`src/rtl/phase_det_gen2.sv`:
```
// phase_det_gen2 - second-generation phase detector for the fractional PWM loop.
// Measures the signed clock distance between synchronised rising edges of the
// reference and feedback inputs, wraps it into [-N, N] using a run-time
// half-period N, and tracks lock over consecutive in-tolerance samples.
module phase_det_gen2 #(
   parameter int WIDTH_ERR   = 22,
   parameter int SYNC_STAGES = 2,
   parameter int WIDTH_LCK   = 8
) (
   input  logic                 clk,
   input  logic                 sync_rst_n,
   input  logic                 enable,
   input  logic                 ref_phase,
   input  logic                 fb_phase,
   input  logic [WIDTH_ERR-2:0] half_period,
   input  logic [WIDTH_ERR-2:0] lock_tol,
   input  logic [WIDTH_LCK-1:0] lock_count,
   output logic [WIDTH_ERR-1:0] err,
   output logic                 err_valid,
   output logic                 pd_error,
   output logic                 miss_ref,
   output logic                 miss_fb,
   output logic                 timeout,
   output logic                 lock
);

   // Fewer than two synchroniser flops would not protect against metastability.
   localparam int SYNC_N = (SYNC_STAGES < 2) ? 2 : SYNC_STAGES;

   localparam logic [WIDTH_ERR-2:0] TIMER_ONE = {{(WIDTH_ERR-2){1'b0}}, 1'b1};
   localparam logic [WIDTH_ERR:0]   EXT_TWO   = {{(WIDTH_ERR-1){1'b0}}, 2'b10};
   localparam logic [WIDTH_LCK-1:0] LCK_ONE   = {{(WIDTH_LCK-1){1'b0}}, 1'b1};

   typedef enum logic [1:0] {
      IDLE,
      LEAD_REF,
      LEAD_FB
   } state_t;

   state_t state, state_next;

   logic [SYNC_N-1:0]      ref_sync, fb_sync;
   logic                   ref_prev, fb_prev;
   logic                   re, fe;

   logic [WIDTH_ERR-2:0]   timer, timer_next;
   logic [WIDTH_ERR-2:0]   n_lat, n_next;
   logic [WIDTH_ERR:0]     timer_ext;
   logic                   tmo_hit;
   logic                   timeout_next;

   logic                   sample_valid;
   logic signed [WIDTH_ERR:0] sample_raw;
   logic [WIDTH_ERR-2:0]   sample_n;

   logic                   s1_valid;
   logic signed [WIDTH_ERR:0] s1_raw;
   logic [WIDTH_ERR-2:0]   s1_n;
   logic signed [WIDTH_ERR:0] n_ext, two_n, wrapped;

   logic                   s2_valid;
   logic signed [WIDTH_ERR:0] s2_val;
   logic [WIDTH_ERR:0]     s2_abs;
   logic                   in_tol;

   logic [WIDTH_LCK-1:0]   lock_cnt, cnt_inc;
   logic                   lock_clear;

   // Bring both asynchronous inputs into the clock domain and remember the last synchronised level.
   always_ff @(posedge clk or negedge sync_rst_n) begin
      if (!sync_rst_n) begin
         ref_sync <= '0;
         fb_sync  <= '0;
         ref_prev <= 1'b0;
         fb_prev  <= 1'b0;
      end else begin
         ref_sync <= {ref_sync[SYNC_N-2:0], ref_phase};
         fb_sync  <= {fb_sync[SYNC_N-2:0], fb_phase};
         ref_prev <= ref_sync[SYNC_N-1];
         fb_prev  <= fb_sync[SYNC_N-1];
      end
   end

   assign re = ref_sync[SYNC_N-1] & ~ref_prev;
   assign fe = fb_sync[SYNC_N-1] & ~fb_prev;

   assign timer_ext = {2'b00, timer};
   // Abort when the next count would reach 2N-1; all-ones guards against timer wrap for oversized N.
   assign tmo_hit   = ((timer_ext + EXT_TWO) == {1'b0, n_lat, 1'b0}) || (&timer);

   // Measurement state register, running timer, latched half-period and registered timeout pulse.
   always_ff @(posedge clk or negedge sync_rst_n) begin
      if (!sync_rst_n) begin
         state   <= IDLE;
         timer   <= '0;
         n_lat   <= '0;
         timeout <= 1'b0;
      end else begin
         state   <= state_next;
         timer   <= timer_next;
         n_lat   <= n_next;
         timeout <= timeout_next;
      end
   end

   // Next-state logic: start, terminate, restart or abort a measurement; miss pulses coincide with the repeated edge.
   always_comb begin
      state_next   = state;
      timer_next   = timer;
      n_next       = n_lat;
      timeout_next = 1'b0;
      miss_ref     = 1'b0;
      miss_fb      = 1'b0;
      sample_valid = 1'b0;
      sample_raw   = '0;
      sample_n     = n_lat;
      if (!enable) begin
         state_next = IDLE;
         timer_next = '0;
      end else begin
         case (state)
            IDLE: begin
               if (half_period > TIMER_ONE) begin
                  if (re && fe) begin
                     sample_valid = 1'b1;
                     sample_n     = half_period;
                  end else if (re) begin
                     state_next = LEAD_REF;
                     timer_next = TIMER_ONE;
                     n_next     = half_period;
                  end else if (fe) begin
                     state_next = LEAD_FB;
                     timer_next = TIMER_ONE;
                     n_next     = half_period;
                  end
               end
            end
            LEAD_REF: begin
               if (fe) begin
                  sample_valid = 1'b1;
                  sample_raw   = -$signed(timer_ext);
                  state_next   = IDLE;
                  timer_next   = '0;
               end else if (re) begin
                  miss_fb    = 1'b1;
                  timer_next = TIMER_ONE;
               end else if (tmo_hit) begin
                  timeout_next = 1'b1;
                  state_next   = IDLE;
                  timer_next   = '0;
               end else begin
                  timer_next = timer + TIMER_ONE;
               end
            end
            LEAD_FB: begin
               if (re) begin
                  sample_valid = 1'b1;
                  sample_raw   = $signed(timer_ext);
                  state_next   = IDLE;
                  timer_next   = '0;
               end else if (fe) begin
                  miss_ref   = 1'b1;
                  timer_next = TIMER_ONE;
               end else if (tmo_hit) begin
                  timeout_next = 1'b1;
                  state_next   = IDLE;
                  timer_next   = '0;
               end else begin
                  timer_next = timer + TIMER_ONE;
               end
            end
            default: begin
               state_next = IDLE;
               timer_next = '0;
            end
         endcase
      end
   end

   assign pd_error = (state != IDLE);

   // Wrap the registered raw distance into [-N, N] using the N that was active for that measurement.
   always_comb begin
      n_ext = $signed({2'b00, s1_n});
      two_n = $signed({1'b0, s1_n, 1'b0});
      if (s1_raw > n_ext) begin
         wrapped = s1_raw - two_n;
      end else if (s1_raw < -n_ext) begin
         wrapped = s1_raw + two_n;
      end else begin
         wrapped = s1_raw;
      end
   end

   // Three-stage result pipeline: raw capture, wrap, output; keeps running regardless of enable.
   always_ff @(posedge clk or negedge sync_rst_n) begin
      if (!sync_rst_n) begin
         s1_valid  <= 1'b0;
         s1_raw    <= '0;
         s1_n      <= '0;
         s2_valid  <= 1'b0;
         s2_val    <= '0;
         err       <= '0;
         err_valid <= 1'b0;
      end else begin
         s1_valid  <= sample_valid;
         s1_raw    <= sample_raw;
         s1_n      <= sample_n;
         s2_valid  <= s1_valid;
         s2_val    <= wrapped;
         err_valid <= s2_valid;
         if (s2_valid) begin
            err <= s2_val[WIDTH_ERR-1:0];
         end
      end
   end

   // Magnitude test and saturating increment for the sample about to be presented on err.
   always_comb begin
      s2_abs     = s2_val[WIDTH_ERR] ? $unsigned(-s2_val) : $unsigned(s2_val);
      in_tol     = (s2_abs <= {2'b00, lock_tol});
      cnt_inc    = (&lock_cnt) ? lock_cnt : lock_cnt + LCK_ONE;
      lock_clear = !enable || timeout || miss_ref || miss_fb;
   end

   // Lock tracker updates together with err so lock reflects the sample shown on err_valid.
   always_ff @(posedge clk or negedge sync_rst_n) begin
      if (!sync_rst_n) begin
         lock_cnt <= '0;
         lock     <= 1'b0;
      end else if (lock_clear) begin
         lock_cnt <= '0;
         lock     <= 1'b0;
      end else if (s2_valid) begin
         if (in_tol) begin
            lock_cnt <= cnt_inc;
            lock     <= (cnt_inc >= lock_count);
         end else begin
            lock_cnt <= '0;
            lock     <= 1'b0;
         end
      end
   end

endmodule

```
`config.mk`:
```
export PLATFORM = sky130hd
export DESIGN_NAME = phase_det_gen2
export DESIGN_NICKNAME = d
export VERILOG_FILES = /design/src/rtl/phase_det_gen2.sv
export SDC_FILE = /design/constraint.sdc
export NUM_CORES = 1
export LEC_CHECK = 0
export CAP_MARGIN = 20
export CORE_UTILIZATION = 40
export CTS_CLUSTER_SIZE = 30
export DETAILED_ROUTE_END_ITERATION = 10
export PLACE_DENSITY = 0.69
export SETUP_SLACK_MARGIN = 0.4
export SYNTH_ARGS = -nofsm -noshare
export SYNTH_HDL_FRONTEND = slang
export SYNTH_SLANG_ARGS = --single-unit
```
`constraint.sdc`:
```
create_clock -name clk -period 4.85 [get_ports clk]
set_input_delay 0.485 -clock clk [delete_from_list [all_inputs] [get_ports clk]]
set_output_delay 0.485 -clock clk [all_outputs]
set_load 0.02 [all_outputs]
```
* Word level (Yosys, flattened, before mapping)
Index checks and enable logic that the tools add are counted.
** Word-level totals
- Register bits after elaboration :: 152
- Output and inout port bits :: 28
- Bits of input ports :: 55
** Cells by class
- Muxes and demuxes :: 61
- Bitwise logic cells :: 5
- Equality and inequality tests :: 8
- Reductions and logical operators :: 15
- Magnitude comparators :: 5
- Add/subtract/negate cells :: 8
** Operators with widths (number)
- $mux 21 :: 17
- $mux 23 :: 5
- $pmux 21 s3 :: 1
- $neg 21->23 :: 2
- $pmux 23 s2 :: 1
- $mux 8 :: 4
- $add 23x23->23 :: 1
- $gt 23x22->1 :: 1
- $le 23x21->1 :: 1
- $lt 23x23->1 :: 1
- $neg 23->23 :: 1
- $sub 23x23->23 :: 1
- $add 21x2->22 const B :: 1
- $eq 22x22->1 :: 1
- $add 21x1->21 const B :: 1
- $gt 21x1->1 const B :: 1
- $reduce_and 21->1 :: 1
- $mux 1 :: 20
- $mux 2 :: 10
- $ne 4x4->1 const B :: 3
- $reduce_and 5->1 :: 2
- $add 8x1->8 const B :: 1
- $ge 8x8->1 :: 1
- $reduce_and 8->1 :: 1
- 14 further kinds :: 23

* Longest topological paths before layout
Gate-level depths: netlist (run 1).
- Depth in word-level cells :: 9
- Gate-level depth with buffers :: 18

* Worst setup path after synthesis (run 1)
No wires, ideal clock.
- Path kind :: register to register
- Start :: register s1_n[4]
- End :: register s2_val[22]
- Buffers on the path :: 2
- Arrival time :: 4.151 ns
- Cell stages (with the launch flop) :: 18
- Library setup time :: 0.123 ns
- Setup slack :: 0.575 ns
- Period minus slack after synthesis :: 4.275 ns
- Path through :: dfrtp_1 -> nor4_1 -> nand2_1 -> nor4_1 -> nand2_1 -> or4_1 -> nor2_1 -> xnor2_1 -> ha_1 -> a211oi_1 -> o211ai_1 -> and2_1 -> or2_2 -> clkbuf_1 -> nor2_1 -> clkbuf_1 -> a31oi_1 -> xnor2_1
** On the way
- Word-level cells in the longest chain between the ends :: 4
- Elaborated cells on any way between the ends :: 7
- Those cells by class :: add/sub (3); order compare (2); mux (2)
** RTL lines
- from (decl) :: line 58 : logic [WIDTH_ERR-2:0] s1_n;
- from (signal assigned) :: line 208 : s1_n <= sample_n;
- $neg 21->23 :: line 188 : end else if (s1_raw < -n_ext) begin
- $lt 23x23->1 :: line 188
- $mux 23 :: line 188
- $mux 23 * :: line 186 : if (s1_raw > n_ext) begin
- via wrapped[22] :: line 59 : logic signed [WIDTH_ERR:0] n_ext, two_n, wrapped;
- to (signal assigned) :: line 210 : s2_val <= wrapped;
- to (decl) :: line 62 : logic signed [WIDTH_ERR:0] s2_val;
The timed path passes the listed nets; every way through them passes the cells marked *.
A chain may end at the register's enable or synchronous reset.

* Worst setup path in the final report (run 1)
- Start :: register s1_n[1]
- End :: register s2_val[5]
The elaborated chain is that of the path after synthesis.

==> results of run 1 <==
-- power breakdown --
group	switching, mW	internal, mW
registers	0.368	1.58
clock network	0.638	0.688
logic	1.39	1.11
-- cell usage in the layout (no fill, tap or decap), types with 6 or more instances in the layout --
cell,count
o221ai_1,6
a31oi_1,13
buf_4,13
a22o_1,11
clkbuf_16,17
nor2b_1,16
a21o_1,23
a211oi_1,17
ha_1,128
o41ai_1,6
a31o_2,7
a221o_1,12
nor3_1,36
o21bai_1,9
o31ai_1,15
and2_1,8
nand3_1,37
and3_1,20
dfrtp_1,152
nand2b_1,20
a41oi_1,6
nor2_1,109
xnor2_1,62
nor4_1,26
a311oi_1,11
a21oi_1,66
or4_1,9
xor2_1,14
or3_1,11
o21a_1,6
inv_1,90
o21ai_0,62
clkdlybuf4s50_1,81
mux2_2,65
o211ai_1,14
or2_2,6
nand4_1,25
nand2_1,116
-- timing repair --
action                                  in CTS  in global routing
endpoints found under the setup margin       0                 21
endpoints found under the hold margin        0                  0
resized for setup                            0                  6
-- worst paths after layout --
| kind | end | cells after the start |
|---|---|---|
| max | s2_val[5] | 16 |
| min | err[2] | 1 |
| max reg2reg | s2_val[5] | 16 |
| max in group asynchronous | s2_val[17] | 2 |
| min in group clk | fb_sync[1] | 0 |
| min reg2reg | fb_sync[1] | 0 |
-- layout make-up --
class / instances / area, um2
tap: 390 / 488
timing repair buffer: 96 / 947
inverter: 90 / 338
multi-input combinational: 1071 / 7760
clock buffer: 18 / 429
sequential: 152 / 3800
clock inverter: 14 / 158
fill: 2811 / 15800
-- worst max-delay path, cell delays in order, from the launching register on --
cell and delay [ps]:
dfrtp_1 450, inv_1 180, ha_1 300, nand3_2 170
or4_1 590, nor3_1 250, xnor2_1 170, ha_1 200
o21ai_0 110, a21oi_1 190, nand2_1 70, a31oi_1 220
or2_4 240, nor2_1 50, buf_4 220, a221o_1 330
a22o_1 190
-- cell families (layout without fill, tap and decap cells) --
| family | count (synthesis) | count (layout) | synth area share (%) |
|---|---|---|---|
| AND/OR/NAND/NOR | 468 | 468 | 19.4 |
| AO/OA/AOI/OAI | 330 | 330 | 19.1 |
| flip-flops | 152 | 152 | 31.4 |
| buffers and inverters | 152 | 218 | 4.74 |
| adder cells (fa/ha/maj) | 130 | 130 | 13.6 |
| XOR/XNOR | 76 | 76 | 5.50 |
| multiplexers | 67 | 67 | 6.21 |
-- per-layer routing --
| metal | GRT usage, % | vias to the layer above |
|---|---|---|
| li1 | - | 5141 |
| met1 | 28.0 | 5036 |
| met2 | 35.2 | 315 |
| met3 | 2.78 | 50 |
| met4 | 7.50 | 0 |
| met5 | 0 | - |
-- state kept, by name, summed over array words and instances (netlist names) --
register and count:
err 22, err_valid 1, fb_prev 1, fb_sync 2, lock 1, lock_cnt 8
n_lat 21, ref_prev 1, ref_sync 2, s1_n 21, s1_raw 23, s1_valid 1
s2_val 23, s2_valid 1, state 2, timeout 1, timer 21
==> metrics.md, run 1 <==
| Metric | Value |
|---|---|
| Status | completed |
| Max Freq | between 0.2 and 0.25 GHz |
| Most numerous cell in the Yosys netlist | dfrtp_1 |
| Setup ws final | slightly below 800 ps |
| Dominant cell type by area after synthesis | dfrtp_1 |
| Clk_lat worst skew | 450 ps |
| RSZ-0062 raised after global routing | false |
| Fraction of layout cells with a size suffix above 1 | between 9 and 10% |
| Clock skew | roughly 18 ps |
| Flops & latches, synth | 152 |
| Initial core utilization | around two fifths |
| Worst endpoint required time | roughly 5200 ps |
| Setup violators final | 0 |
| CTS Buffer Depth | 2 |
| Postcts setup bufs | 0 |
| Ranking of synthesized cells by area | dfrtp_1, ha_1, mux2_2 |
| Die Width | roughly 180 um |
| TritonCTS Buffers | 17 |
| Root Buffer Master | clkbuf_16 |
| Total core area | between 20000 and 30000 um2 |
| R2R setup slack | slightly below 800 ps |
| Vias | ~11000 |
| H-tree depth | 4 |
| Avg Cell Area, Syn | around 8.8 um2 |
| Initial antenna violation count | 0 |
| Area of the die | 31000 um2 |
| Synth Net Count | about 1600 |
| Total Power | ~5.8 mW |
| Endpoints failing hold | 0 |
| # hold bufs at CTS | 0 |
| Layout Nets | ~1600 |
| Routed Antenna Nets | 0 |
| Synth top area share | approximately a third |
| Yosys cell types | 76 |
| Least-Margin Pin Slew | about 960 ps |
| Worst Setup Start Kind | flop |
| Routed vias/inst | 5.76 |
| EDFF count, synth | 0 |
| Fin area | approximately 14000 um2 |
| Placed Area | ~13000 um2 |
| Seq/Total Area, Yosys | about a third |
| Netlist Area Pre-Place | ~12000 um2 |
| Final min period | 4070 ps |
| Placed cells | 1798 |
| Max Used Layer | met4 |
| Post-Place Setup Slack | around 510 ps |
| Synth warn | 0 |
| Lkg Pwr | 6.24 nW |
| Async SR Flop Fraction | 100% |
| First-pass GRT wire length | between 50 and 60 mm |
| Row cnt | 63 |
| I/O Pins | 83 |
| Final TNS setup | 0 ps |
| WL met2 | roughly 15 mm |
| Total GRT Usage | 21.1% |
| CP startpoint | s1_n[1] |
| Reg2reg start | s1_n[1] |
| Layout Cells excl Fill | about 1800 |
| Area Growth Syn to Fin | 15.1% |
| DRC | 0 |
| Port Buf Inserts | slightly above 80 |
| Slew Viols, Final | 0 |
| MaxCap Viol Count | 0 |
| Hpwl dp | 24.8 mm |
| Rel. slew slack | 35.7% |
| Leading register cell type out of synthesis | dfrtp_1 |
| Die Span Y | about 180 um |
| Crit path DAT | roughly 4400 ps |
| Clk sinks | around 150 |
| Synth Instances | 1375 |
| Vias in the first global route | approximately 10000 |
| GR Overflow Total | 0 |
| TritonCTS clock tree | built |
| Synth top cells by count | dfrtp_1, ha_1, nand2_1 |
| Routed length per instance | 17.5 um |
| Diodes inserted | 0 |
| Routed met3 length | ~1.7 mm |
| Max VDD drop | roughly 0.24 mV |
| Crit Path Category | reg2reg |
| Worst-path fanout max | 18 |
| Power per cell area | just over 400 nW/um2 |
| GP Congestion | around 0.93 |
| Routed length on met1 | between 10 and 15 mm |
| Hold WC Path Type | in2async |
| 1st-iter DRT viols | 639 |
| Core Util, Final | between 40% and 50% |
| Setup crit end kind | flop |
| Clk pin slew, worst setup/hold paths | ~70 ps |
| Tcrit/Tclk final | 84.0% |
| Final WL | 32.0 mm |
| Largest net degree at the start of global routing | between 70 and 80 |
| Min Hold Slack | about 28 ps |
| Detailed-router iteration count before antenna repair | 8 |
No activity file was read; power rests on OpenSTA's default activity.
==> run 2: changes to the inputs <==
--- a/config.mk
+++ b/config.mk
@@ -9,7 +9,7 @@
 export CORE_UTILIZATION = 40
 export CTS_CLUSTER_SIZE = 30
 export DETAILED_ROUTE_END_ITERATION = 10
-export PLACE_DENSITY = 0.69
+export PLACE_DENSITY = 0.71
 export SETUP_SLACK_MARGIN = 0.4
 export SYNTH_ARGS = -nofsm -noshare
 export SYNTH_HDL_FRONTEND = slang
==> constraint.sdc (replaced) <==
create_clock -name clk -period 3.7 [get_ports clk]
set_input_delay 0.37 -clock clk [delete_from_list [all_inputs] [get_ports clk]]
set_output_delay 0.37 -clock clk [all_outputs]
set_load 0.02 [all_outputs]
==> run 2 against run 1 <==
Against the previous run: the run now ends with hold timing, setup timing left; hold slack got worse by 54 ps; critical path type unchanged; design area is 6.6% higher; register-to-register slack got worse by 850 ps; die area did not move; clock power is 34% higher; highest routed layer unchanged; sequential share of layout area fell by 1.7 points; via count grew 3.9%; clock skew is 2.6 ps higher; non-clock buffer count rose by 66.
==> metrics.md, run 2 (synthesis results as in run 1) <==
| Metric | Value |
|---|---|
| Max Freq | 0.265 GHz (+8.0%) |
| Detailed-router iteration count before antenna repair | 5 (-3) |
| Clk sinks | 152 (unchanged) |
| Crit Path Category | reg2reg |
| Area Growth Syn to Fin | 22.7% |
| Slew Viols, Final | 0 (unchanged) |
| 1st-iter DRT viols | 815 (+28%) |
| Worst-path fanout max | 8 (-10) |
| Die Span Y | 176 um (unchanged) |
| Row cnt | 63 (unchanged) |
| Seq. cell area | 3810 um2 (about the same) |
| Initial core utilization | 40.7% (unchanged) |
| Vias | 10952 (+3.9%) |
| Vias in the first global route | 10917 (+5.9%) |
| MaxCap Viol Count | 0 (unchanged) |
| Fraction of layout cells with a size suffix above 1 | 17.7% (+7.9 points) |
| Setup ws final | -69.3 ps (-847 ps) |
| Commonest non-fill, non-tap cell in the layout | dfrtp_1 |
| Lkg Pwr | 6.69 nW (+7.2%) |
| Die Width | 176 um (unchanged) |
| R2R setup slack | -70 ps (-850 ps) |
| Area of the die | 31000 um2 (unchanged) |
| Tcrit/Tclk final | 102% (+18 points) |
| Switch Pwr | 3.28 mW (+37%) |
| Status | complete, but fails checks |
| Max VDD drop | 0.371 mV (+54%) |
| Clk_lat worst skew | 440 ps (about the same) |
| Routed vias/inst | 5.77 (+0.27%) |
| Number of fill cells | 2739 (-2.6%) |
| Final WL | 33.5 mm (+4.9%) |
| Layout Cells excl Fill | 1897 (+3.6%) |
| Seq pwr share | 31.4% (-2.3 points) |
| Placed cells | 1851 (+2.9%) |
| Power per cell area | 534 nW/um2 (+29%) |
| Routed Antenna Nets | 0 (unchanged) |
| Top Registers | s1_raw x23, s2_val x23, err x22 |
| TritonCTS Buffers | 17 (unchanged) |
| Hold WC Path Type | in2async |
| DRC | 0 (unchanged) |
| Comb pwr share | 46.1% (+2.8 points) |
| GR Overflow Total | 0 (unchanged) |
| Port Buf Inserts | 82 (unchanged) |
| Crit path DAT | 4080 ps (-320 ps) |
| H-tree depth | 4 (unchanged) |
| TritonCTS clock tree | built |
| Worst endpoint required time | 4020 ps (-1150 ps) |
| Failing checks | hold timing, setup timing |
| Layout Nets | 1679 (+4.1%) |
| Clk network pwr share | 22.4% (-0.6 points) |
| Final min period | 3770 ps (-303 ps) |
| Routed length per instance | 17.7 um (+1.3%) |
| Hpwl dp | 25.8 mm (+4.1%) |
| I/O Pins | 83 (unchanged) |
| Least-Margin Pin Slew | 842 ps (-123 ps) |
| Net Sw Frac | 41.4% (-0.13 points) |
| Largest net degree at the start of global routing | 83 (+17%) |
| CTS Buffer Depth | 2 (unchanged) |
| Clk pin slew, worst setup/hold paths | 70 ps (about the same) |
| Setup violators final | 17 (+17) |
| Total GRT Usage | 21.9% (+0.75 points) |
| Clock skew | 20.8 ps (+2.65 ps) |
| Worst Setup Start Kind | flop |
| Final TNS setup | -502 ps (-502 ps) |
| Total core area | 29700 um2 (unchanged) |
| GP Congestion | 0.933 (+0.13%) |
| # hold bufs at CTS | 0 (unchanged) |
| Root Buffer Master | clkbuf_16 |
| RSZ-0062 raised after global routing | true |
| Core Util, Final | 50.0% (+3.1 points) |
| Multi-input combinational cell area | 8090 um2 (+4.3%) |
| Most frequent cells in the layout | dfrtp_1, ha_1, nand2_1, nor2_1, inv_1 |
| Setup crit end kind | flop |
| Diodes inserted | 0 (unchanged) |
| Min Hold Slack | -26.1 ps (-54.3 ps) |
| Rel. slew slack | 43.6% (+7.9 points) |
| Pint | 4.65 mW (+38%) |
| First-pass GRT wire length | 54.4 mm (+3.4%) |
| Initial antenna violation count | 0 (unchanged) |
| Endpoints failing hold | 6 (+6) |
[run 2: cell count changes in the layout (fill, tap and decap cells not counted), sizes merged]
cell	delta
buf	+65
clkbuf	+1
clkinvlp	-2
inv	+4
clkinv	-2
[run 2: what timing repair did]
action,in CTS,in global routing
endpoints found under the setup margin,31,54
gates resized for setup,33,26
pin swaps,22,16
gates cloned,0,1
buffers inserted,6,7
[run 2: final cells by class]
| class | instances | area share, % |
|---|---|---|
| multi-input combinational | 1071 | 54.5 |
| sequential | 152 | 25.6 |
| timing repair buffer | 162 | 10.2 |
| tap | 390 | 3.29 |
| clock buffer | 18 | 2.96 |
| inverter | 90 | 2.27 |
| clock inverter | 14 | 1.11 |
[run 2: worst paths after layout]
check	startpoint	to	cells past startpoint
max in group asynchronous	sync_rst_n	lock_cnt[5]	2
min	sync_rst_n	err[3]	1
min reg2reg	fb_sync[0]	fb_sync[1]	0
min in group clk	fb_sync[0]	fb_sync[1]	0
max reg2reg	s1_n[4]	s2_val[12]	17
max	s1_n[4]	s2_val[12]	17
[run 2: metrics by stage]
stage / instance area, um2 / total power [mW] / setup slack, ps
finish: 14900 / 7.93 / -69.3
global route: 14900 / 8.46 / -286
floorplan: 12300 / 4.81 / 22.7
detailed placement: 13900 / 6.01 / -260
CTS: 14700 / 7.88 / -42.8
global placement: 13900 / 5.90 / -167
[run 2: worst max-delay path, stage by stage, from the launching register on]
cell and delay (ps):
dfrtp_1 420, nor4_4 380, nand2_2 130, nor4_4 210, nand2_2 110, or4_4 490, nor3_4 140, xnor2_1 80
ha_1 310, nand3_1 90, nor2_1 90, nand2_1 80, a31oi_4 190, or2_4 200, nor2_4 50, buf_12 150
a221o_1 320, a22o_1 200
[run 2: power by group through the flow]
stage	clock, mW	combinational, mW	sequential, mW
floorplan	0	2.30	2.51
global placement	0	3.43	2.48
detailed placement	0	3.51	2.50
CTS	1.82	3.58	2.49
global route	1.89	4.03	2.55
finish	1.78	3.66	2.50
[run 2: routing by layer]
metal / vias to the layer above / GRT usage (%) / part of all wire, %
met5: - / 0 / 0
met4: 0 / 9.57 / 3.6
met3: 75 / 2.82 / 5.0
met2: 385 / 36.6 / 47
met1: 5209 / 28.2 / 44
li1: 5283 / - / -
